<file path="src/rtl/apb_fifo_completer.sv">
// APB completer fronting a transmit FIFO that drains through a valid/ready stream.
// Optional: define APB_FIFO_STALL_EN to stall DATA writes while full instead of erroring them.
module apb_fifo_completer #(
    parameter int ADDR_WIDTH = 12,
    parameter int DEPTH      = 8,
    parameter int THRESH_RST = 4
) (
    input  logic                  clk_i,
    input  logic                  rst_ni,
    input  logic                  psel_i,
    input  logic                  penable_i,
    input  logic                  pwrite_i,
    input  logic [ADDR_WIDTH-1:0] paddr_i,
    input  logic [31:0]           pwdata_i,
    output logic [31:0]           prdata_o,
    output logic                  pready_o,
    output logic                  pslverr_o,
    output logic [31:0]           data_o,
    output logic                  valid_o,
    input  logic                  ready_i,
    output logic                  irq_o
);
    localparam int PW = $clog2(DEPTH);
    localparam int CW = PW + 1;

    // SETUP means a setup phase was captured, so the current cycle is the access phase.
`ifdef APB_FIFO_STALL_EN
    typedef enum logic [1:0] {ST_IDLE = 2'd0, ST_SETUP = 2'd1, ST_WAIT = 2'd2} state_t;
`else
    typedef enum logic [1:0] {ST_IDLE = 2'd0, ST_SETUP = 2'd1} state_t;
`endif

    state_t        r_state;
    state_t        w_next;
    logic [31:0]   r_mem [DEPTH];
    logic [PW-1:0] r_wr_ptr;
    logic [PW-1:0] r_rd_ptr;
    logic [CW-1:0] r_count;
    logic [CW-1:0] w_count_nxt;
    logic [8:0]    r_thresh;
    logic [8:0]    w_thresh_nxt;
    logic          r_en;
    logic          r_irq;
    logic          w_setup;
    logic          w_acc;
    logic          w_full;
    logic          w_empty;
    logic          w_valid;
    logic          w_push;
    logic          w_pop;
    logic          w_flush;
    logic          w_ctrl_wr;
    logic          w_thresh_wr;
    logic          w_pready;
    logic          w_pslverr;
    logic [31:0]   w_rdata;
    logic [31:0]   w_status;
    logic          w_unused;

    assign w_setup  = psel_i & ~penable_i;
    assign w_acc    = psel_i & penable_i;
    assign w_full   = (r_count == CW'(DEPTH));
    assign w_empty  = (r_count == {CW{1'b0}});
    assign w_valid  = r_en & ~w_empty;
    assign w_flush  = w_ctrl_wr & pwdata_i[0];
    // Flush wins over a pop landing on the same edge.
    assign w_pop    = w_valid & ready_i & ~w_flush;
    assign w_status = {16'(r_count), 13'd0, r_irq, w_full, w_empty};
    assign w_unused = ^{paddr_i, pwdata_i};

    // APB phase tracking, register decode and response generation.
    always_comb begin
        w_next      = r_state;
        w_pready    = 1'b0;
        w_pslverr   = 1'b0;
        w_rdata     = 32'd0;
        w_push      = 1'b0;
        w_ctrl_wr   = 1'b0;
        w_thresh_wr = 1'b0;
        case (r_state)
            ST_IDLE: begin
                if (w_acc) begin
                    w_pready  = 1'b1;
                    w_pslverr = 1'b1;
                    w_next    = ST_IDLE;
                end else if (w_setup) begin
                    w_next = ST_SETUP;
                end else begin
                    w_next = ST_IDLE;
                end
            end
            ST_SETUP: begin
                if (w_acc) begin
                    w_pready = 1'b1;
                    w_next   = w_setup ? ST_SETUP : ST_IDLE;
                    case (paddr_i[3:2])
                        2'd0: begin
                            if (pwrite_i) begin
                                if (w_full) begin
`ifdef APB_FIFO_STALL_EN
                                    w_pready = 1'b0;
                                    w_next   = ST_WAIT;
`else
                                    w_pslverr = 1'b1;
`endif
                                end else begin
                                    w_push = 1'b1;
                                end
                            end else begin
                                w_rdata = 32'd0;
                            end
                        end
                        2'd1: begin
                            if (pwrite_i) begin
                                w_pslverr = 1'b1;
                            end else begin
                                w_rdata = w_status;
                            end
                        end
                        2'd2: begin
                            if (pwrite_i) begin
                                w_ctrl_wr = 1'b1;
                            end else begin
                                w_rdata = {30'd0, r_en, 1'b0};
                            end
                        end
                        default: begin
                            if (pwrite_i) begin
                                w_thresh_wr = 1'b1;
                            end else begin
                                w_rdata = {23'd0, r_thresh};
                            end
                        end
                    endcase
                end else begin
                    w_next = ST_IDLE;
                end
            end
`ifdef APB_FIFO_STALL_EN
            ST_WAIT: begin
                if (!w_full) begin
                    w_pready = 1'b1;
                    w_push   = 1'b1;
                    w_next   = w_setup ? ST_SETUP : ST_IDLE;
                end else begin
                    w_next = ST_WAIT;
                end
            end
`endif
            default: begin
                w_next = ST_IDLE;
            end
        endcase
    end

    // Next fill level and threshold, used for the registered interrupt.
    always_comb begin
        w_count_nxt  = r_count;
        w_thresh_nxt = w_thresh_wr ? pwdata_i[8:0] : r_thresh;
        if (w_flush) begin
            w_count_nxt = {CW{1'b0}};
        end else if (w_push & ~w_pop) begin
            w_count_nxt = r_count + CW'(1'b1);
        end else if (~w_push & w_pop) begin
            w_count_nxt = r_count - CW'(1'b1);
        end else begin
            w_count_nxt = r_count;
        end
    end

    // FSM state, control registers and interrupt.
    always_ff @(posedge clk_i or negedge rst_ni) begin
        if (!rst_ni) begin
            r_state  <= ST_IDLE;
            r_en     <= 1'b0;
            r_thresh <= 9'(THRESH_RST);
            r_irq    <= 1'b0;
        end else begin
            r_state  <= w_next;
            r_thresh <= w_thresh_nxt;
            r_irq    <= (9'(w_count_nxt) >= w_thresh_nxt);
            if (w_ctrl_wr) begin
                r_en <= pwdata_i[1];
            end
        end
    end

    // FIFO storage, pointers and fill count.
    always_ff @(posedge clk_i or negedge rst_ni) begin
        if (!rst_ni) begin
            r_wr_ptr <= {PW{1'b0}};
            r_rd_ptr <= {PW{1'b0}};
            r_count  <= {CW{1'b0}};
            for (int i = 0; i < DEPTH; i++) begin
                r_mem[i] <= 32'd0;
            end
        end else begin
            r_count <= w_count_nxt;
            if (w_flush) begin
                r_wr_ptr <= {PW{1'b0}};
                r_rd_ptr <= {PW{1'b0}};
            end else begin
                if (w_push) begin
                    r_mem[r_wr_ptr] <= pwdata_i;
                    r_wr_ptr        <= r_wr_ptr + PW'(1'b1);
                end
                if (w_pop) begin
                    r_rd_ptr <= r_rd_ptr + PW'(1'b1);
                end
            end
        end
    end

    assign prdata_o  = w_rdata;
    assign pready_o  = w_pready;
    assign pslverr_o = w_pslverr;
    assign valid_o   = w_valid;
    assign data_o    = r_mem[r_rd_ptr];
    assign irq_o     = r_irq;

endmodule
</file>
<file path="config.mk">
export PLATFORM = sky130hd
export DESIGN_NAME = apb_fifo_completer
export DESIGN_NICKNAME = d
export VERILOG_FILES = /design/src/rtl/apb_fifo_completer.sv
export SDC_FILE = /design/constraint.sdc
export NUM_CORES = 1
export LEC_CHECK = 0
export ABC_CLOCK_PERIOD_IN_PS = 4030
export BUFFER_PORTS_ARGS = -buffer_cell sky130_fd_sc_hd__buf_2
export CAP_MARGIN = 0
export CORE_ASPECT_RATIO = 0.75
export CORE_UTILIZATION = 30
export DETAILED_ROUTE_END_ITERATION = 10
export PLACE_DENSITY = 0.52
export SETUP_SLACK_MARGIN = 0.05
export SLEW_MARGIN = 25
export SYNTH_ARGS = -nofsm -noshare
export SYNTH_HDL_FRONTEND = slang
export SYNTH_SLANG_ARGS = --single-unit
</file>
<file path="constraint.sdc">
create_clock -name clk_i -period 4.03 [get_ports clk_i]
set_input_delay 0 -clock clk_i [delete_from_list [all_inputs] [get_ports clk_i]]
set_output_delay 0 -clock clk_i [all_outputs]
set_load 0.02 [all_outputs]
</file>
Word-level counts from Yosys, hierarchy flattened:

Index checks and enable logic that the tools add are counted.

* bits in registers: 279
* logic and storage cells: 94
* output and inout port bits: 68

* multiplexer cells: 43
* bitwise logic cells: 15
* order comparisons: 4
* eq/ne operators: 4
* add/sub/neg operators: 4
* reductions and logical operators: 9

Operator list (count)
* $bwmux 256: 1
* $bmux 32 s3: 1
* $demux 32 s3: 1
* $mux 32: 3
* $mux 20: 3
* $pmux 20 s3: 1
* $mux 1: 19
* $mux 9: 2
* $mux 3: 4
* $mux 4: 3
* $ge 4x9->1: 1
* $and 1x1->1: 8
* $ge 4x4->1 const B: 2
* $not 3->4: 2
* $add 3x1->3 const B: 2
* $not 1->1: 5
* $add 4x1->4 const B: 1
* $eq 2x1->1 const B: 2
* $eq 4x4->1 const B: 1
* $logic_not 2->1: 2
* $logic_not 4->1: 1
* $lt 4x1->1 const B: 1
* $mux 2: 2
* $pmux 1 s2: 2
* 8 further kinds: 9

Depth between registers and ports, before layout:

* depth in word-level cells: 12
* depth in mapped cells: 13
* mapped depth without buffers: 13

Least setup slack after synthesis:

OpenSTA, ideal clock, no wires.

* path type: register -> register
* start: register r_count[0]
* end: register r_irq, in the netlist irq_o
* data arrival time: 2805 ps
* stages on the path, launching flop included: 14
* clock period less this slack: 2928 ps
* library setup time: 122 ps
* slack: 1102 ps
* required time: 3908 ps
* cells stage by stage: dfrtp_1 > inv_1 > ha_1 > and3b_1 > or4_1 > buf_2 > a21oi_1 > a21oi_1 > a221oi_1 > ha_1 > a21o_1 > a21o_1 > a21oi_1 > nor4b_1

* word-level cells in the longest chain between the ends: 12
* elaborated cells between the ends (all ways): 21
* classes of those cells: add/sub: 2; order compare: 1; eq/ne: 1; mux: 8; bitwise: 8; reduce/logical: 1

RTL lines
* start, declared: line 38 `logic [CW-1:0] r_count;`
* start signal, assigned: line 193 `r_count <= {CW{1'b0}};`
* start signal, assigned: line 198 `r_count <= w_count_nxt;`
* $eq 4x4->1: line 62 `assign w_full = (r_count == CW'(DEPTH));`
* $mux 1: line 99 `if (w_full) begin`
* $mux 1: line 98 `if (pwrite_i) begin`
* $mux 1: line 96 `case (paddr_i[3:2])`
* $mux 1: line 93 `if (w_acc) begin`
* $mux 1: line 80 `case (r_state)`
* $not 1->1: line 164 `end else if (~w_push & w_pop) begin`
* $and 1x1->1: line 164
* $mux 4: line 164
* $mux 4 (*): line 162 `end else if (w_push & ~w_pop) begin`
* $mux 4 (*): line 160 `if (w_flush) begin`
* named net w_count_nxt[1]: line 39 `logic [CW-1:0] w_count_nxt;`
* $ge 4x9->1 (*): line 181 `r_irq <= (9'(w_count_nxt) >= w_thresh_nxt);`
* end signal, assigned: line 181
* end, declared: line 43 `logic r_irq;`

The timed path passes the listed nets; every way through them passes the cells marked *.
A chain may end at the register's enable or synchronous reset.

Worst setup path in the final report:

* start: register r_count[1]
* end: register r_irq, in the netlist irq_o

The elaborated chain is that of the path after synthesis.

==> impl_metrics.yaml <==
run_status:
  status: "finished clean"
sta:
  slew_headroom_pct: 42.0
  fmax_mhz: 301
  clock_skew_ns: 0.0179
  min_period_ns: 3.33
  rsz0062_at_grt: "no"
  hold_viol_final: 0
  slew_violations: 0
  setup_tns_ns: 0
  fin_crit_sh_pct: 82.5
  finalSetupViolCount: 0
  tightest_slew_ns: 0.869
cells_and_area:
  nNetsFinal: 997
  final_common_cell: "dfrtp_1"
  utilization_pct: 36.1
  final_cell_count_no_fill: 1531
  drive_above_1_share_pct: 49.7
  nFillCells: 4070
  most-common-layout-cells: "274 x dfrtp_1, 238 x mux2_2, 87 x buf_2"
  area_growth_pct: 17.4
  final_cell_area_sq_um: 15400
cts:
  cts_buffer_depth: 3
  clock_sinks: 278
  cts_root_buf: "clkbuf_16"
  cts_max_level: 1
  clkLatencyLatePin_ns: 0.55
  clk_pin_slew_worst_paths_ns: 0.06
  cts_setup_buffers: 0
  cts_tree: "yes"
  cts_buffers: 29
  cts_resized: 0
logic_synthesis:
  synth_top_area_share_pct: 53.0
  synth_cell_types: 49
  syn_avg_cell_area_sq_um: 15.9
  yosys.area.top_type: "dfrtp_1"
  mappedNetlistArea_sq_um: 13100
  synth_flop_cell: "dfrtp_1"
  ys_top_cells_by_area: "dfrtp_1 53%, mux2_2 20%, mux4_2 11%"
  ys_ff_latch: 278
  ys_warn_count: 0
  synth-edff-count: 0
  ys_seq_area_share_pct: 53.2
  synthArstFlopShare_pct: 100
  synthCells: 823
floorplanning:
  io_pins: 118
  die_w_microns: 243
  core-area_sq_um: 42500
  row_count: 65
  die_area_sq_um: 44500
  initial_utilization_pct: 30.8
  die_h_microns: 183
power_and_ir_drop:
  power_uw: 7100
  powerDensity_nw_per_um2: 462
  vdd_drop_max_v: 0.000286
  p_leak_uw: 0.00758
worst_setup_path:
  r2r_end: "irq_o$_DFF_PN0_"
  worstPathRequired_ns: 4.47
  cp_max_fo: 6
  criticalPathCategory: "reg2reg"
  reg2reg_depth: 12
  crit_start: "r_count[1]$_DFF_PN0_"
  cp-end-kind: "flip-flop"
  arrival_ns: 3.77
  worstReg2RegStart: "r_count[1]$_DFF_PN0_"
  r2r_setup_slack_ns: 0.70
  start_kind: "flip-flop"
global_route:
  gr-usage-met3_pct: 2.41
  grtUsageMet1_pct: 19.6
  grt_usage_pct: 13.5
  antenna_found_initial: 1
  grt_pass1_vias: 7695
  grt-ovfl-total: 0
  grt-busiest-layer: "met2"
  grt_max_degree: 104
  grt_pass1_wl_mm: 46.5
  use_met2_pct: 21.1
placed_design:
  place_area_sq_um: 14000
  io_buffers: 88
  dp_cells: 1440
  routabilityCongestion: 0.721
  dp.final_hpwl_mm: 16.8
flow_run:
  cap_violations: 0
min_path:
  hold_path_class: "in2async"
routing:
  postRouteWirelength_mm: 29.4
  ant_nets: 0
  drc: 0
  vias_per_cell: 4.68
  first_iter_violations: 196
  vias: 7163
  wl_per_cell_microns: 19.2
  first_pass_iters: 4
cell families after synthesis:
group	Yosys count	synth area share [%]
XOR/XNOR	7	0.469
AND/OR/NAND/NOR	68	3.49
adder cells (fa/ha/maj)	8	0.765
flip-flops	278	53.2
AO/OA/AOI/OAI	16	0.756
buffers and inverters	78	3.98
other	1	0.0287
multiplexers	367	37.3
cells in the mapped netlist (2+ instances only):
cell type  instances
a21o_1             2
a21oi_1            7
and2_1            11
buf_1              7
buf_2              7
buf_4             22
buf_6             18
clkbuf_1          17
dfrtp_1          277
ha_1               8
inv_1              6
mux2_1            48
mux2_2           238
mux2_4            10
mux2i_1            7
mux4_2            64
nand2_1           11
nand2_2            2
nand3b_4           2
nand4_1            2
nor2_1            16
nor3_1             6
nor3b_1            2
nor3b_4            2
o21ai_0            2
xnor2_1            4
xor2_1             3
report_power, final:
group / internal (uW) / switching, uW / total, uW / leakage [uW]
sequential: 2890 / 228 / 3120 / 0.00384
combinational: 591 / 618 / 1210 / 0.00324
clock: 1660 / 1110 / 2770 / 0.000492
total: 5140 / 1960 / 7100 / 0.00758
flip-flops by register name (all words and copies together) (netlist names):
| register | count |
|---|---|
| r_en | 1 |
| irq_o | 1 |
| r_state | 1 |
| r_count | 4 |
| r_rd_ptr | 3 |
| r_thresh | 9 |
| r_mem | 256 |
| r_wr_ptr | 3 |
critical path, stage by stage, from the launching register on:
cell	delay (ns)
dfrtp_1	0.41
inv_1	0.09
ha_1	0.22
and3b_1	0.25
or4_1	0.71
a21oi_1	0.21
a21oi_1	0.06
a221oi_1	0.43
ha_1	0.30
a21o_1	0.16
a21o_1	0.18
a21oi_1	0.14
nor4b_1	0.06
worst max-delay path by stage:
stage	end	slack [ns]	depth (start not counted)
after global routing	irq_o$_DFF_PN0_	0.49	12
after detailed placement	irq_o$_DFF_PN0_	0.69	12
after global placement	irq_o$_DFF_PN0_	0.70	12
after CTS	irq_o$_DFF_PN0_	0.67	12
final	irq_o$_DFF_PN0_	0.70	12
after floorplan	irq_o$_DFF_PN0_	1.10	13
metrics by stage:
stage	worst slack (ns)	hold WS, ns
global route	0.487	0.0828
detailed placement	0.693	0.0811
finish	0.704	0.0800
CTS	0.673	0.0518
floorplan	1.10	-0.296
global placement	0.697	0.0875
routing by layer:
metal | vias up | part of all wire, %
met2 | 87 | 45
met5 | - | 0
met1 | 3796 | 50
met3 | 36 | 3.0
li1 | 3244 | -
met4 | 0 | 1.9
area by class of cell:
cell class              count  area [sq um]  share of cell area, %
well taps                 569           712                   4.64
clock buffers              43           858                   5.59
multi-input cells         485          5680                   37.0
repair buffers            139           988                   6.44
flip-flops and latches    278          6960                   45.3
diodes                      1          2.50                 0.0163
inverters                   6          22.5                  0.147
clock inverters            10           129                  0.839
what timing repair did:
| action | in CTS | in global routing |
|---|---|---|
| endpoints found under the hold margin | 360 | 0 |
| endpoints found under the setup margin | 0 | 0 |
| hold buffers | 37 | 0 |
Power figures use the tool's default switching activity.
